`src/rtl/buzz_pkg.sv`:
```
// buzz_pkg: shared definitions for the buzzer scheduler.
//   - owner encoding driven on the `owner` port
//   - scheduler state enum
//   - per-owner beep pattern constants and the pattern decode function
package buzz_pkg;

  localparam logic [1:0] OWN_NONE  = 2'd0;
  localparam logic [1:0] OWN_ALARM = 2'd1;
  localparam logic [1:0] OWN_TIMER = 2'd2;

  typedef enum logic {
    IDLE = 1'b0,
    RING = 1'b1
  } state_e;

  // The buzzer is silent when (phase & MASK) == OFF.
  // Alarm: silent on odd phases (1-on / 1-off).
  // Timer: silent when phase == 3 (3-on / 1-off).
  localparam logic [1:0] PAT_ALARM_MASK = 2'b01;
  localparam logic [1:0] PAT_ALARM_OFF  = 2'b01;
  localparam logic [1:0] PAT_TIMER_MASK = 2'b11;
  localparam logic [1:0] PAT_TIMER_OFF  = 2'b11;

  // Buzzer level for a given owner at ring phase (two LSBs of ring_cnt).
  function automatic logic beep_on(input logic [1:0] own, input logic [1:0] phase);
    logic on;
    case (own)
      OWN_ALARM: on = ((phase & PAT_ALARM_MASK) != PAT_ALARM_OFF);
      OWN_TIMER: on = ((phase & PAT_TIMER_MASK) != PAT_TIMER_OFF);
      default:   on = 1'b0;
    endcase
    return on;
  endfunction

endpackage

```
`src/rtl/buzzer_scheduler_req_edge_latch.sv`:
```
// req_edge_latch: rising-edge detector with a sticky pending flag.
// Ports:
//   clk  - system clock
//   rst  - synchronous active-high reset
//   req  - request level from the source block
//   clr  - clear the pending flag (only ever raised for the current owner)
//   pend - pending flag
// Because clr is only raised while this source owns the buzzer, giving clr
// priority over a same-cycle edge means an edge wins over clr only when the
// source is not the owner.
module req_edge_latch (
  input  logic clk,
  input  logic rst,
  input  logic req,
  input  logic clr,
  output logic pend
);

  logic prev_r;
  logic pend_r;
  logic rise_s;
  logic pend_n_s;

  // Next pending value: owner clear beats a new edge, otherwise edges set it.
  always_comb begin
    rise_s = req & ~prev_r;
    if (clr) begin
      pend_n_s = 1'b0;
    end else if (rise_s) begin
      pend_n_s = 1'b1;
    end else begin
      pend_n_s = pend_r;
    end
  end

  // Previous-level and pending registers.
  always_ff @(posedge clk) begin
    if (rst) begin
      prev_r <= 1'b0;
      pend_r <= 1'b0;
    end else begin
      prev_r <= req;
      pend_r <= pend_n_s;
    end
  end

  assign pend = pend_r;

endmodule

```
`src/rtl/buzzer_scheduler.sv`:
```
// buzzer_scheduler: shares one piezo buzzer between the alarm and the
// countdown timer with fixed priority (alarm first), per-owner beep
// patterns, acknowledge, limited alarm snooze, ring timeout and sticky
// missed-event flags.
// Ports:
//   clk, rst        - 1 Hz clock, synchronous active-high reset
//   alarm_req       - alarm request level
//   timer_req       - timer request level
//   ack, snooze     - one-cycle user pulses
//   buzzer          - registered buzzer drive
//   owner           - 0 none, 1 alarm, 2 timer
//   snooze_active   - snooze countdown running
//   snooze_left     - remaining snooze cycles
//   missed_alarm    - sticky: alarm ring timed out
//   missed_timer    - sticky: timer ring timed out
module buzzer_scheduler
  import buzz_pkg::*;
#(
  parameter int RING_CYCLES   = 60,
  parameter int SNOOZE_CYCLES = 300,
  parameter int MAX_SNOOZE    = 3
) (
  input  logic       clk,
  input  logic       rst,
  input  logic       alarm_req,
  input  logic       timer_req,
  input  logic       ack,
  input  logic       snooze,
  output logic       buzzer,
  output logic [1:0] owner,
  output logic       snooze_active,
  output logic [8:0] snooze_left,
  output logic       missed_alarm,
  output logic       missed_timer
);

  localparam int RW = $clog2(RING_CYCLES) + 1;
  localparam int SW = $clog2(SNOOZE_CYCLES) + 1;
  localparam int UW = $clog2(MAX_SNOOZE + 1) + 1;

  state_e        state_r, state_n_s;
  logic [1:0]    owner_r, owner_n_s;
  logic [RW-1:0] ring_cnt_r, ring_cnt_n_s;
  logic          buzzer_r, buzzer_n_s;
  logic [SW-1:0] snz_left_r, snz_left_n_s;
  logic          snz_active_r, snz_active_n_s;
  logic          snz_pend_r, snz_pend_n_s;
  logic [UW-1:0] used_r, used_n_s;
  logic          missed_alarm_r, missed_alarm_n_s;
  logic          missed_timer_r, missed_timer_n_s;

  logic alarm_edge_pend_s, timer_pend_s, alarm_pend_s, other_pend_s;
  logic ringing_s, snz_ok_s, timeout_s, ring_end_s, idle_ack_s, expire_s;
  logic clr_alarm_s, clr_timer_s;

  req_edge_latch u_alarm_latch (
    .clk  (clk),
    .rst  (rst),
    .req  (alarm_req),
    .clr  (clr_alarm_s),
    .pend (alarm_edge_pend_s)
  );

  req_edge_latch u_timer_latch (
    .clk  (clk),
    .rst  (rst),
    .req  (timer_req),
    .clr  (clr_timer_s),
    .pend (timer_pend_s)
  );

  // Decode ring-ending events; ack beats snooze, and either beats timeout.
  always_comb begin
    ringing_s    = (state_r == RING);
    snz_ok_s     = ringing_s & snooze & ~ack & (owner_r == OWN_ALARM) &
                   (used_r < UW'(MAX_SNOOZE));
    timeout_s    = ringing_s & ~ack & ~snz_ok_s & (ring_cnt_r == RW'(RING_CYCLES - 1));
    ring_end_s   = ringing_s & (ack | snz_ok_s | timeout_s);
    idle_ack_s   = ~ringing_s & ack;
    clr_alarm_s  = ring_end_s & (owner_r == OWN_ALARM);
    clr_timer_s  = ring_end_s & (owner_r == OWN_TIMER);
    // Snooze expiry re-arms the alarm without needing a new request edge.
    alarm_pend_s = alarm_edge_pend_s | snz_pend_r;
    other_pend_s = (owner_r == OWN_ALARM) ? timer_pend_s : alarm_pend_s;
  end

  // Grant FSM: arbitration, hand-over without idle gap, and beep pattern.
  always_comb begin
    state_n_s    = state_r;
    owner_n_s    = owner_r;
    ring_cnt_n_s = ring_cnt_r;
    case (state_r)
      IDLE: begin
        ring_cnt_n_s = RW'(0);
        if (alarm_pend_s) begin
          state_n_s = RING;
          owner_n_s = OWN_ALARM;
        end else if (timer_pend_s) begin
          state_n_s = RING;
          owner_n_s = OWN_TIMER;
        end else begin
          state_n_s = IDLE;
          owner_n_s = OWN_NONE;
        end
      end
      RING: begin
        if (ring_end_s) begin
          ring_cnt_n_s = RW'(0);
          if (other_pend_s) begin
            state_n_s = RING;
            owner_n_s = (owner_r == OWN_ALARM) ? OWN_TIMER : OWN_ALARM;
          end else begin
            state_n_s = IDLE;
            owner_n_s = OWN_NONE;
          end
        end else begin
          // Timeout ends the ring at RING_CYCLES-1, so this never wraps.
          ring_cnt_n_s = ring_cnt_r + RW'(1);
        end
      end
      default: begin
        state_n_s    = IDLE;
        owner_n_s    = OWN_NONE;
        ring_cnt_n_s = RW'(0);
      end
    endcase
    if (state_n_s == RING) begin
      buzzer_n_s = beep_on(owner_n_s, 2'(ring_cnt_n_s));
    end else begin
      buzzer_n_s = 1'b0;
    end
  end

  // Snooze countdown, snooze budget and sticky missed flags.
  always_comb begin
    snz_left_n_s     = snz_left_r;
    snz_active_n_s   = snz_active_r;
    snz_pend_n_s     = snz_pend_r;
    used_n_s         = used_r;
    missed_alarm_n_s = missed_alarm_r;
    missed_timer_n_s = missed_timer_r;
    expire_s         = 1'b0;

    if (idle_ack_s) begin
      snz_left_n_s   = SW'(0);
      snz_active_n_s = 1'b0;
    end else if (snz_ok_s) begin
      snz_left_n_s   = SW'(SNOOZE_CYCLES);
      snz_active_n_s = 1'b1;
    end else if (snz_left_r != SW'(0)) begin
      snz_left_n_s = snz_left_r - SW'(1);
      if (snz_left_r == SW'(1)) begin
        snz_active_n_s = 1'b0;
        expire_s       = 1'b1;
      end else begin
        snz_active_n_s = snz_active_r;
      end
    end else begin
      snz_left_n_s = snz_left_r;
    end

    // An ending alarm ring drops any re-arm that lands in the same cycle.
    if (clr_alarm_s) begin
      snz_pend_n_s = 1'b0;
    end else if (expire_s) begin
      snz_pend_n_s = 1'b1;
    end else begin
      snz_pend_n_s = snz_pend_r;
    end

    if (clr_alarm_s) begin
      used_n_s = snz_ok_s ? (used_r + UW'(1)) : UW'(0);
    end else begin
      used_n_s = used_r;
    end

    if (idle_ack_s) begin
      missed_alarm_n_s = 1'b0;
      missed_timer_n_s = 1'b0;
    end else if (timeout_s) begin
      if (owner_r == OWN_ALARM) begin
        missed_alarm_n_s = 1'b1;
      end else begin
        missed_timer_n_s = 1'b1;
      end
    end else begin
      missed_alarm_n_s = missed_alarm_r;
    end
  end

  // State and output registers.
  always_ff @(posedge clk) begin
    if (rst) begin
      state_r        <= IDLE;
      owner_r        <= OWN_NONE;
      ring_cnt_r     <= RW'(0);
      buzzer_r       <= 1'b0;
      snz_left_r     <= SW'(0);
      snz_active_r   <= 1'b0;
      snz_pend_r     <= 1'b0;
      used_r         <= UW'(0);
      missed_alarm_r <= 1'b0;
      missed_timer_r <= 1'b0;
    end else begin
      state_r        <= state_n_s;
      owner_r        <= owner_n_s;
      ring_cnt_r     <= ring_cnt_n_s;
      buzzer_r       <= buzzer_n_s;
      snz_left_r     <= snz_left_n_s;
      snz_active_r   <= snz_active_n_s;
      snz_pend_r     <= snz_pend_n_s;
      used_r         <= used_n_s;
      missed_alarm_r <= missed_alarm_n_s;
      missed_timer_r <= missed_timer_n_s;
    end
  end

  assign buzzer        = buzzer_r;
  assign owner         = owner_r;
  assign snooze_active = snz_active_r;
  assign snooze_left   = 9'(snz_left_r);
  assign missed_alarm  = missed_alarm_r;
  assign missed_timer  = missed_timer_r;

endmodule

```
`config.mk`:
```
export PLATFORM = sky130hd
export DESIGN_NAME = buzzer_scheduler
export DESIGN_NICKNAME = d
export VERILOG_FILES = /design/src/rtl/buzz_pkg.sv /design/src/rtl/buzzer_scheduler_req_edge_latch.sv /design/src/rtl/buzzer_scheduler.sv
export SDC_FILE = /design/constraint.sdc
export NUM_CORES = 1
export LEC_CHECK = 0
export CAP_MARGIN = 20
export CORE_AREA = 2 2 65 67
export CTS_CLUSTER_DIAMETER = 60
export DETAILED_ROUTE_END_ITERATION = 10
export DIE_AREA = 0 0 67 69
export GPL_TIMING_DRIVEN = 0
export MAX_ROUTING_LAYER = met4
export PLACE_DENSITY = 0.68
export SLEW_MARGIN = 5
export SYNTH_ARGS = -nofsm -noshare
export SYNTH_HDL_FRONTEND = slang
export SYNTH_SLANG_ARGS = --single-unit
```
`constraint.sdc`:
```
create_clock -name clk -period 2 [get_ports clk]
set_input_delay 0.4 -clock clk [delete_from_list [all_inputs] [get_ports clk]]
set_output_delay 0.4 -clock clk [all_outputs]
set_load 0.1 [all_outputs]
```
==> flow_summary.yaml <==
job:
  max-cap-violations: 0
floorplan:
  ioPinCount: 21
  fp.coreArea_mm2: 0.00391
  start_util_pct: 39.6
  die-area_mm2: 0.00462
  die_y_um: 69
  rows: 23
  die-width_um: 67
sta:
  hold_violations: 0
  min_period_ns: 1.95
  fin_crit_sh_pct: 97.5
  max_freq_mhz: 513
  rsz0062_at_grt: "yes"
  skew_ns: 0.00616
  tightestPinTransition_ns: 0.960
  setup_viol: 0
  tns_ns: 0
  maxSlewViolCount: 0
  max_slew_margin_pct: 36.2
route:
  wl_met1_um: 1470
  dr_total_vias: 1310
  routedWlPerCell_um: 12.2
  post-route-drc-count: 0
  drt_wl_total_um: 3210
  first_iter_violations: 102
  top_layer_used: "met4"
  ant_nets: 0
  wl_met3_um: 162
  dr.pass1.iters: 4
  viasPerCell: 4.96
  wl_met2_um: 1550
clocking:
  clk_pin_slew_ns: 0.07
  clock_latency_ns: 0.28
  clockBufferDepth: 2
  cts.sink_count: 32
  numCtsBuffers: 5
  cts_tree: "done"
  cts_max_level: 2
  root_buffer: "clkbuf_8"
hold_path:
  hold_path.class: "flop to flop"
  min_path_cells: 2
grt:
  grt_pass1_vias: 1216
  overflow: 0
  grt_pass1_wl_um: 5400
  grt_max_degree: 12
  grtUsageTotal_pct: 15.4
  antenna_found_initial: 0
worst_setup_path:
  critPathMaxFanout: 4
  reg2reg_depth: 9
  arrival_ns: 2.12
  start_kind: "flop"
  crit_type: "flop to flop"
  endpoint_kind: "flop"
  critical_path_required_ns: 2.17
logic_synthesis:
  synth_top_area_share_pct: 41.3
  synth_area_leaders: "dfxtp_1, nor2_1, ha_1"
  yosys_warnings: 0
  netlist-cell-type-count: 41
  syn-num-nets: 190
  synth_area_per_cell_um2: 8.71
  synth_top_cell_by_area: "dfxtp_1"
  ys_seq_area_share_pct: 41.3
  ys_seq_elements: 32
  synth.cell_area_mm2: 0.00155
  syn_inst: 178
final_layout:
  mostFrequentLayoutCell: "dfxtp_1"
  area_growth_pct: 33.8
  fillers: 374
  n_antenna_cell: 0
  finalNetCount: 225
  drive_gt1_share_pct: 28.5
  layout_common_cells: "dfxtp_1, nor2_1, buf_4"
  final_cells: 264
place:
  globalplace.congestion: 0.823
  io_buffers: 20
  dp_cells: 248
  dpl.hpwl_um: 2180
power_and_ir_drop:
  power-per-cell-area_mw_per_mm2: 1450
  p_comb_share_pct: 51.7
  vdd_drop_max_v: 0.00105
  internal-power_uw: 1650
  sw_frac_of_total_pct: 45.1
  net-switching-power_uw: 1360
  p_seq_share_pct: 27.9
  p_leak_uw: 0.000848
  p_clk_share_pct: 20.5
outcome:
  status: "completed"
-- final cells by class --
class	count	area [µm²]	share of cell area, %
plain buffers	13	83.8	4.04
clock buffers	5	68.8	3.32
clock inverters	3	42.5	2.05
inverters	9	33.8	1.63
multi-input cells	124	886	42.7
flip-flops and latches	32	651	31.4
well taps	50	62.6	3.02
repair buffers	28	246	11.9
-- cell families (layout without fill, tap and decap cells) --
kind of cell | count (synthesis) | in the layout | share of synthesized area [%]
compound gates | 33 | 33 | 14.0
xor+xnor | 10 | 10 | 5.65
fa+ha+maj | 6 | 6 | 4.84
buf+inv | 22 | 58 | 7.59
flops | 32 | 32 | 41.3
mux | 1 | 1 | 0.726
simple gates | 74 | 74 | 25.8
-- what timing repair did --
item                                    CTS  global route
setup buffers                             2             6
endpoints found under the setup margin   16             4
pin swaps                                 2             4
resized for setup                        45             9
hold buffers                              0             0
-- Yosys cell counts, drive strengths merged --
library cell	n
o31ai	2
nor2b	9
nor4b	1
o31a	1
xnor2	7
nand2b	5
or4	1
a22o	1
a21oi	11
a31oi	8
a21boi	1
xor2	3
nor2	26
a211oi	3
nand4	1
nor3b	1
a2111oi	1
nand3	3
or4b	1
ha	6
o21ai	3
dfxtp	32
o221a	1
clkbuf	3
nand2	9
or2	3
nor4	2
nand4b	1
or3	2
o211a	1
inv	9
nor3	7
and3	2
buf	10
mux2	1
-- registers in the layout (all words and copies together), names as in the netlist --
signal                cells
snooze_active             1
u_timer_latch.prev_r      1
u_alarm_latch.pend        1
missed_alarm              1
u_alarm_latch.prev_r      1
u_timer_latch.pend        1
snz_pend_r                1
missed_timer              1
ringing_s                 1
snz_left_r               10
buzzer                    1
used_r                    3
owner                     2
ring_cnt_r                7
-- routing by layer --
metal,global-route usage (%),vias up
met5,-,-
met4,4.76,0
met3,4.57,4
met2,24.0,33
met1,18.8,593
li1,-,680
-- power groups by stage --
stage	clock network [µW]	logic [µW]	registers, µW
final	615	1550	838
after global routing	666	1660	856
after CTS	636	1530	836
after detailed placement	0	1530	849
after global placement	0	1520	850
after floorplan	0	1250	860
-- critical path, stage by stage, from the launching register on --
cell and delay (ns):
dfxtp_4 0.35, ha_4 0.17, nor3b_4 0.16, a31oi_1 0.28
a21oi_2 0.12, a21oi_2 0.20, inv_1 0.06, ha_1 0.21
a211oi_2 0.21, nor4b_2 0.07
-- per-stage QoR --
stage | instance area (µm²) | hold slack (ns) | setup WS, ns | util [%] | total power (µW)
floorplan | 1560 | 0.429 | 0.0369 | - | 2110
global route | 2070 | 0.530 | -0.0520 | 53.0 | 3180
CTS | 2000 | 0.464 | 0.00118 | 51.2 | 3000
finish | 2070 | 0.484 | 0.0501 | 53.0 | 3010
detailed placement | 1830 | 0.457 | -0.673 | 46.7 | 2380
global placement | 1830 | 0.447 | -0.651 | 46.7 | 2370
-- worst paths after layout --
path              slack [ns]                       from                        end
hold / removal          0.48  missed_alarm$_SDFFE_PP0P_  missed_alarm$_SDFFE_PP0P_
setup / recovery        0.05   ring_cnt_r[0]$_SDFF_PP0_          buzzer$_SDFF_PP0_
setup reg to reg        0.05   ring_cnt_r[0]$_SDFF_PP0_          buzzer$_SDFF_PP0_
hold reg to reg         0.48  missed_alarm$_SDFFE_PP0P_  missed_alarm$_SDFFE_PP0P_
(Power assumes the default switching activity.)
